## src/rtl/jtcontra_gfx_romslot_if.sv

```systemverilog
// jtcontra_gfx_romslot_if
// Groups the gfx-side ROM request port and the SDRAM-side read port used by
// jtcontra_gfx_romslot.
//
// Signals:
//   slot_cs, slot_addr[17:0]  gfx request: word address valid while slot_cs=1
//   slot_ok, slot_dout[15:0]  slot_dout holds the word for slot_addr when slot_ok=1
//   sdram_req, sdram_addr     read request, held high until sdram_ack
//   sdram_ack                 one-cycle pulse: controller accepted the request
//   sdram_dst, sdram_din      one-cycle pulse: sdram_din carries the read word
//
// Handshake: sdram_req rises with a stable sdram_addr and stays high until the
// edge that samples sdram_ack=1. The data return is a separate sdram_dst pulse,
// which may coincide with the ack cycle or come later. slot_cs/slot_addr have
// no back-pressure; the requester simply holds them until slot_ok is seen.
//
// Modports: slave = the ROM slot responder, master = gfx requester plus SDRAM
// controller side.
interface jtcontra_gfx_romslot_if #(
    parameter int AW = 22
);
    logic          slot_cs;
    logic [17:0]   slot_addr;
    logic          slot_ok;
    logic [15:0]   slot_dout;
    logic          sdram_req;
    logic [AW-1:0] sdram_addr;
    logic          sdram_ack;
    logic          sdram_dst;
    logic [15:0]   sdram_din;

    modport slave (
        input  slot_cs, slot_addr,
        output slot_ok, slot_dout,
        output sdram_req, sdram_addr,
        input  sdram_ack, sdram_dst, sdram_din
    );

    modport master (
        output slot_cs, slot_addr,
        input  slot_ok, slot_dout,
        input  sdram_req, sdram_addr,
        output sdram_ack, sdram_dst, sdram_din
    );
endinterface

```

## src/rtl/jtcontra_gfx_romslot.sv

```systemverilog
// jtcontra_gfx_romslot
// SDRAM-side responder for one gfx ROM request port. A one-word tag/data
// cache answers repeated fetches of the same word combinationally; a miss
// issues a single-word SDRAM read and re-issues it if the data never returns.
//
// Ports:
//   clk          system clock
//   rst          synchronous active-low reset
//   downloading  ROM download in progress: flushes the cache, blocks requests
//   bus          slot + SDRAM signals (jtcontra_gfx_romslot_if.slave)
//   dbg_state_o  current FSM state (0=IDLE, 1=REQ, 2=WAIT)
module jtcontra_gfx_romslot #(
    parameter int          AW     = 22,
    parameter logic [AW-1:0] OFFSET = '0,
    parameter int unsigned TOUT   = 255
) (
    input  logic                         clk,
    input  logic                         rst,
    input  logic                         downloading,
    jtcontra_gfx_romslot_if.slave        bus,
    output logic [1:0]                   dbg_state_o
);
    typedef enum logic [1:0] {IDLE = 2'd0, REQ = 2'd1, WAIT = 2'd2} state_t;

    // WAIT lasts TOUT cycles before the request is re-issued.
    localparam logic [7:0] TOUT_LAST = 8'(TOUT - 1);

    state_t        state_q, state_d;
    logic [17:0]   tag_q, tag_d;
    logic [17:0]   req_addr_q, req_addr_d;
    logic [15:0]   data_q, data_d;
    logic          valid_q, valid_d;
    logic          req_q, req_d;
    logic [7:0]    tout_q, tout_d;
    logic [AW-1:0] addr_q, addr_d;
    logic          hit;

    assign hit = valid_q && (bus.slot_addr == tag_q);

    assign bus.slot_ok    = bus.slot_cs && hit && !downloading;
    assign bus.slot_dout  = data_q;
    assign bus.sdram_req  = req_q;
    assign bus.sdram_addr = addr_q;
    assign dbg_state_o    = state_q;

    always_comb begin
        state_d    = state_q;
        tag_d      = tag_q;
        req_addr_d = req_addr_q;
        data_d     = data_q;
        valid_d    = valid_q;
        req_d      = req_q;
        tout_d     = tout_q;
        addr_d     = addr_q;
        if (downloading) begin
            state_d = IDLE;
            req_d   = 1'b0;
            valid_d = 1'b0;
        end else begin
            case (state_q)
                IDLE: begin
                    if (bus.slot_cs && !hit) begin
                        req_addr_d = bus.slot_addr;
                        addr_d     = OFFSET + AW'(bus.slot_addr);
                        req_d      = 1'b1;
                        // Stale data must not match while the new word is in flight.
                        valid_d    = 1'b0;
                        state_d    = REQ;
                    end
                end
                REQ: begin
                    if (bus.sdram_ack) begin
                        req_d  = 1'b0;
                        tout_d = '0;
                        if (bus.sdram_dst) begin
                            // Data returned together with the ack.
                            data_d  = bus.sdram_din;
                            tag_d   = req_addr_q;
                            valid_d = 1'b1;
                            state_d = IDLE;
                        end else begin
                            state_d = WAIT;
                        end
                    end
                end
                WAIT: begin
                    if (bus.sdram_dst) begin
                        data_d  = bus.sdram_din;
                        tag_d   = req_addr_q;
                        valid_d = 1'b1;
                        state_d = IDLE;
                    end else if (tout_q == TOUT_LAST) begin
                        // Data lost: re-issue the same address.
                        req_d   = 1'b1;
                        state_d = REQ;
                    end else begin
                        tout_d = tout_q + 8'd1;
                    end
                end
                default: begin
                    state_d = IDLE;
                    req_d   = 1'b0;
                end
            endcase
        end
    end

    always_ff @(posedge clk) begin
        if (!rst) begin
            state_q    <= IDLE;
            tag_q      <= '0;
            req_addr_q <= '0;
            data_q     <= '0;
            valid_q    <= 1'b0;
            req_q      <= 1'b0;
            tout_q     <= '0;
            addr_q     <= '0;
        end else begin
            state_q    <= state_d;
            tag_q      <= tag_d;
            req_addr_q <= req_addr_d;
            data_q     <= data_d;
            valid_q    <= valid_d;
            req_q      <= req_d;
            tout_q     <= tout_d;
            addr_q     <= addr_d;
        end
    end
endmodule

```

## src/flat_wrapper.sv

```systemverilog
// flat-port wrapper written by rule: the top's interface ports become plain ports
module jtcontra_gfx_romslot_flat 
#(
    parameter int          AW     = 22,
    parameter logic [AW-1:0] OFFSET = '0,
    parameter int unsigned TOUT   = 255
)
  (clk, rst, downloading, dbg_state_o, bus_slot_cs, bus_slot_addr, bus_slot_ok, bus_slot_dout, bus_sdram_req, bus_sdram_addr, bus_sdram_ack, bus_sdram_dst, bus_sdram_din);
  jtcontra_gfx_romslot_if #(.AW(AW)) bus_i ();
  input  logic clk;
  input  logic rst;
  input  logic downloading;
  output logic [1:0] dbg_state_o;
  input wire logic [$bits(bus_i.slot_cs)-1:0] bus_slot_cs;
  input wire logic [$bits(bus_i.slot_addr)-1:0] bus_slot_addr;
  output wire logic [$bits(bus_i.slot_ok)-1:0] bus_slot_ok;
  output wire logic [$bits(bus_i.slot_dout)-1:0] bus_slot_dout;
  output wire logic [$bits(bus_i.sdram_req)-1:0] bus_sdram_req;
  output wire logic [$bits(bus_i.sdram_addr)-1:0] bus_sdram_addr;
  input wire logic [$bits(bus_i.sdram_ack)-1:0] bus_sdram_ack;
  input wire logic [$bits(bus_i.sdram_dst)-1:0] bus_sdram_dst;
  input wire logic [$bits(bus_i.sdram_din)-1:0] bus_sdram_din;
  assign bus_i.slot_cs = bus_slot_cs;
  assign bus_i.slot_addr = bus_slot_addr;
  assign bus_slot_ok = bus_i.slot_ok;
  assign bus_slot_dout = bus_i.slot_dout;
  assign bus_sdram_req = bus_i.sdram_req;
  assign bus_sdram_addr = bus_i.sdram_addr;
  assign bus_i.sdram_ack = bus_sdram_ack;
  assign bus_i.sdram_dst = bus_sdram_dst;
  assign bus_i.sdram_din = bus_sdram_din;
  jtcontra_gfx_romslot #(.AW(AW), .OFFSET(OFFSET), .TOUT(TOUT)) u_core (.clk(clk), .rst(rst), .downloading(downloading), .bus(bus_i), .dbg_state_o(dbg_state_o));
endmodule
```

## config.mk

```make
export PLATFORM = sky130hd
export DESIGN_NAME = jtcontra_gfx_romslot_flat
export DESIGN_NICKNAME = d
export VERILOG_FILES = /design/src/rtl/jtcontra_gfx_romslot_if.sv /design/src/rtl/jtcontra_gfx_romslot.sv /design/src/flat_wrapper.sv
export SDC_FILE = /design/constraint.sdc
export NUM_CORES = 1
export LEC_CHECK = 0
export CORE_AREA = 4 4 114 116
export CTS_CLUSTER_DIAMETER = 100
export DETAILED_ROUTE_END_ITERATION = 10
export DIE_AREA = 0 0 118 120
export GPL_ROUTABILITY_DRIVEN = 1
export PLACE_DENSITY_LB_ADDON = 0.08
export SETUP_SLACK_MARGIN = 0.3
export SYNTH_ARGS = -nofsm -noshare
export SYNTH_HDL_FRONTEND = slang
export SYNTH_SLANG_ARGS = --single-unit
export TNS_END_PERCENT = 10
```

## constraint.sdc

```tcl
create_clock -name clk -period 2.88 [get_ports clk]
set_clock_uncertainty 0.1 [all_clocks]
set_input_delay 0.432 -clock clk [delete_from_list [all_inputs] [get_ports clk]]
set_output_delay 0.432 -clock clk [all_outputs]
set_load 0.01 [all_outputs]
```

==> metrics.md <==
| Metric | Value |
|---|---|
| Status | `completed` |
| Area Growth Syn to Fin | `44.5%` |
| Total Routed Length | `7720 µm` |
| Footprint of the multi-input gates | `1560 µm²` |
| Routability cong. | `0.764` |
| Sink Count | `64` |
| Most frequent cell after synthesis | `nand2_1` |
| Power Dens Cells | `531 nW/µm²` |
| Die Y | `120 µm` |
| Initial antenna violation count | `1` |
| CTS Buf Count | `9` |
| Post-synth EDFFs | `0` |
| Met3 Use GR | `3.82%` |
| Max-slew violation count | `0` |
| Hold_buf cts | `0` |
| Clk Latency, worst-skew pair | `0.32 ns` |
| Hold Path Stages | `2` |
| Area contributors post-synth | `dfxtp_1, nand2_1, a21boi_1` |
| # fillers | `1266` |
| Clk slew on worst S/H paths | `0.05 ns` |
| Synth area leader | `dfxtp_1` |
| Root Driver | `clkbuf_16` |
| Core Area | `11900 µm²` |
| Initial Utilization | `24.6%` |
| Pin count of the biggest net entering global routing | `35` |
| Grt peak-use layer | `met2` |
| Setup crit end kind | `output pin` |
| Unique cell type count in the Yosys netlist | `42` |
| Crit path launch type | `input port` |
| Total power | `2.25 mW` |
| HP Start | `u_core.bus.slot_dout[2]$_SDFFE_PN0P_` |
| Fmax | `402 MHz` |
| Die area | `14200 µm²` |
| Critical path arrival | `1.96 ns` |
| Share of power burned in combinational logic | `10.6%` |
| Worst VDD drop | `0.237 mV` |
| Mapped Cells | `324` |
| Clk pwr share | `48.3%` |
| Synth Flop Type | `dfxtp_1` |
| RSZ-0062 raised after global routing | `no` |
| DR vias | `2426` |
| Vias in the first global route | `2441` |
| P_int | `1.73 mW` |
| Maxcap violations | `0` |
| Switching share of power | `23.0%` |
| Setup Viol. Count Final | `0` |
| Die W | `118 µm` |
| Post-synth ARST share | `0%` |
| DRT antenna net count | `0` |
| 1st-pass router iterations | `4` |
| Cell area after synthesis | `2930 µm²` |
| #FFs+latches synth | `64` |
| Critical Path RT | `2.35 ns` |
| Reg area | `1280 µm²` |
| H-tree levels | `3` |
| Lkg Pwr | `1.49 nW` |
| Hold Vio Cnt, Final | `0` |
| Critical Path Source | `bus_slot_addr[0]` |
| Worst hold path type | `reg -> reg` |
| Setup slack after placement | `-0.266 ns` |
| Number of port buffers | `77` |
| Total GRT Usage | `11.2%` |
| DRC violations left | `0` |
| Tmin final | `2.49 ns` |
| Row count | `40` |
| Layout cells sized above 1 | `11.5%` |
| TritonCTS clock tree | `done` |
| Met1 GRT Util | `14.4%` |
| I/O pins | `82` |
| Routed WL per cell | `13.7 µm` |
| Final period util | `86.4%` |
| Synth top area share | `43.7%` |
| Grt ovf | `0` |
| Reg2reg path depth | `11` |
| DR vias/cell | `4.30` |
| Crit-path max FO | `2` |
| Syn_area_per_cell | `9.05 µm²` |
| CTS max path bufs | `2` |
| WS Path Type | `in -> out` |
| Reg2Reg Setup Slack | `0.52 ns` |
| Layout net count | `458` |
| Sequential Power Share | `41.0%` |
| DRT iter0 DRCs | `59` |
| First-pass GRT wire length | `12600 µm` |
| Hpwl dp | `5350 µm` |
| Reg2Reg Capture Point | `u_core.dbg_state_o[0]$_SDFFE_PP0P_` |
| Hold Path End | `u_core.bus.slot_dout[2]$_SDFFE_PN0P_` |
| Min setup slack post-route | `0.391 ns` |
| Register area share after synthesis | `43.7%` |
| Switching pwr | `0.517 mW` |
| Met2 global-route usage | `17.4%` |
| Worst r2r src | `u_core.tag_q[3]$_SDFFE_PN0P_` |
| Most instantiated cells after synthesis | `nand2_1, dfxtp_1, a21boi_1` |
| Yosys warning count | `0` |
[repair_timing]
action                     4_1_cts  5_1_grt
gates resized for setup         27        0
setup buffers                    4        0
setup endpoints to repair        1        0
[worst max-delay path, cell delays in order]
cell and delay, ns:
dlygate4sd2_1 0.25, xnor2_1 0.15, nand4_1 0.23, nor4_1 0.32, nor4bb_2 0.30, buf_4 0.16, buf_2 0.12
[registers in the layout, indices dropped and copies added (netlist names)]
name and count:
u_core.bus.sdram_req 1, u_core.bus.slot_dout 16, u_core.dbg_state_o 2, u_core.req_addr_q 18
u_core.tag_q 18, u_core.tout_q 8, u_core.valid_q 1
[power groups by stage]
| stage | combinational (mW) | clock [mW] | sequential, mW |
|---|---|---|---|
| 2_1_floorplan | 0.110 | 0 | 0.948 |
| 3_3_place_gp | 0.244 | 0 | 0.942 |
| 3_5_place_dp | 0.243 | 0 | 0.942 |
| 4_1_cts | 0.244 | 1.12 | 0.923 |
| 5_1_grt | 0.261 | 1.16 | 0.926 |
| 6_report | 0.239 | 1.09 | 0.923 |
[metrics by stage]
step	setup TNS, ns	util [%]	area, µm²	instances	hold slack (ns)
after floorplan	0	-	2940	327	0.348
after global placement	-0.226	32.5	3880	543	0.340
after detailed placement	-0.266	32.5	3880	543	0.345
after CTS	0	35.5	4230	563	0.352
after global routing	0	35.6	4240	564	0.371
final	0	35.6	4240	564	0.349
[metal layers]
layer	up-vias	wire length, µm
met5	-	0
met4	0	111
met3	8	404
met2	53	3350
met1	1112	3860
li1	1253	-
[placed cells by master, fill, tap and decap left out, drive strengths merged, types with 2 or more instances in the layout]
cell type      instances
o41ai                  2
dfxtp                 64
nor3                   3
xor2                   2
ha                     7
a211o                  2
nand2b                 2
a21boi                34
nor2b                 18
nor2                   8
conb                   4
a31oi                  2
a21oi                  4
inv                    7
and2                   3
or3                    2
o21ai                  7
buf                   17
xnor2                 20
clkbuf                11
clkdlybuf4s50         61
nand3                  5
nand4                  8
clkinv                 3
dlygate4sd2           15
nand2                 75
mux2i                 18
[final cells by class]
class	instances	share of cell area, %
multi-input cells	236	36.9
flip-flops and latches	64	30.3
repair buffers	93	20.8
clock buffers	11	5.73
well taps	147	4.34
clock inverters	5	1.33
inverters	7	0.620
diodes	1	0.0591
[logic make-up (layout without fill, tap and decap cells)]
family,after synthesis,in the layout,share of synthesized area [%]
flip-flops,64,64,43.7
adder cells (fa/ha/maj),7,7,2.99
buffers and inverters,27,116,5.12
AND/OR/NAND/NOR,129,129,20.7
other,1,5,0.128
multiplexers,18,18,6.15
XOR/XNOR,22,22,6.57
AO/OA/AOI/OAI,56,56,14.6
[worst max-delay path by stage]
stage,slack (ns),to,cells past startpoint
global placement,-0.23,bus_slot_ok,7
CTS,0.39,bus_slot_ok,7
global route,0.35,u_core.dbg_state_o[0]$_SDFFE_PP0P_,12
finish,0.39,bus_slot_ok,7
floorplan,1.01,u_core.bus.slot_dout[0]$_SDFFE_PN0P_,9
detailed placement,-0.27,bus_slot_ok,7
(Power assumes the default switching activity.)
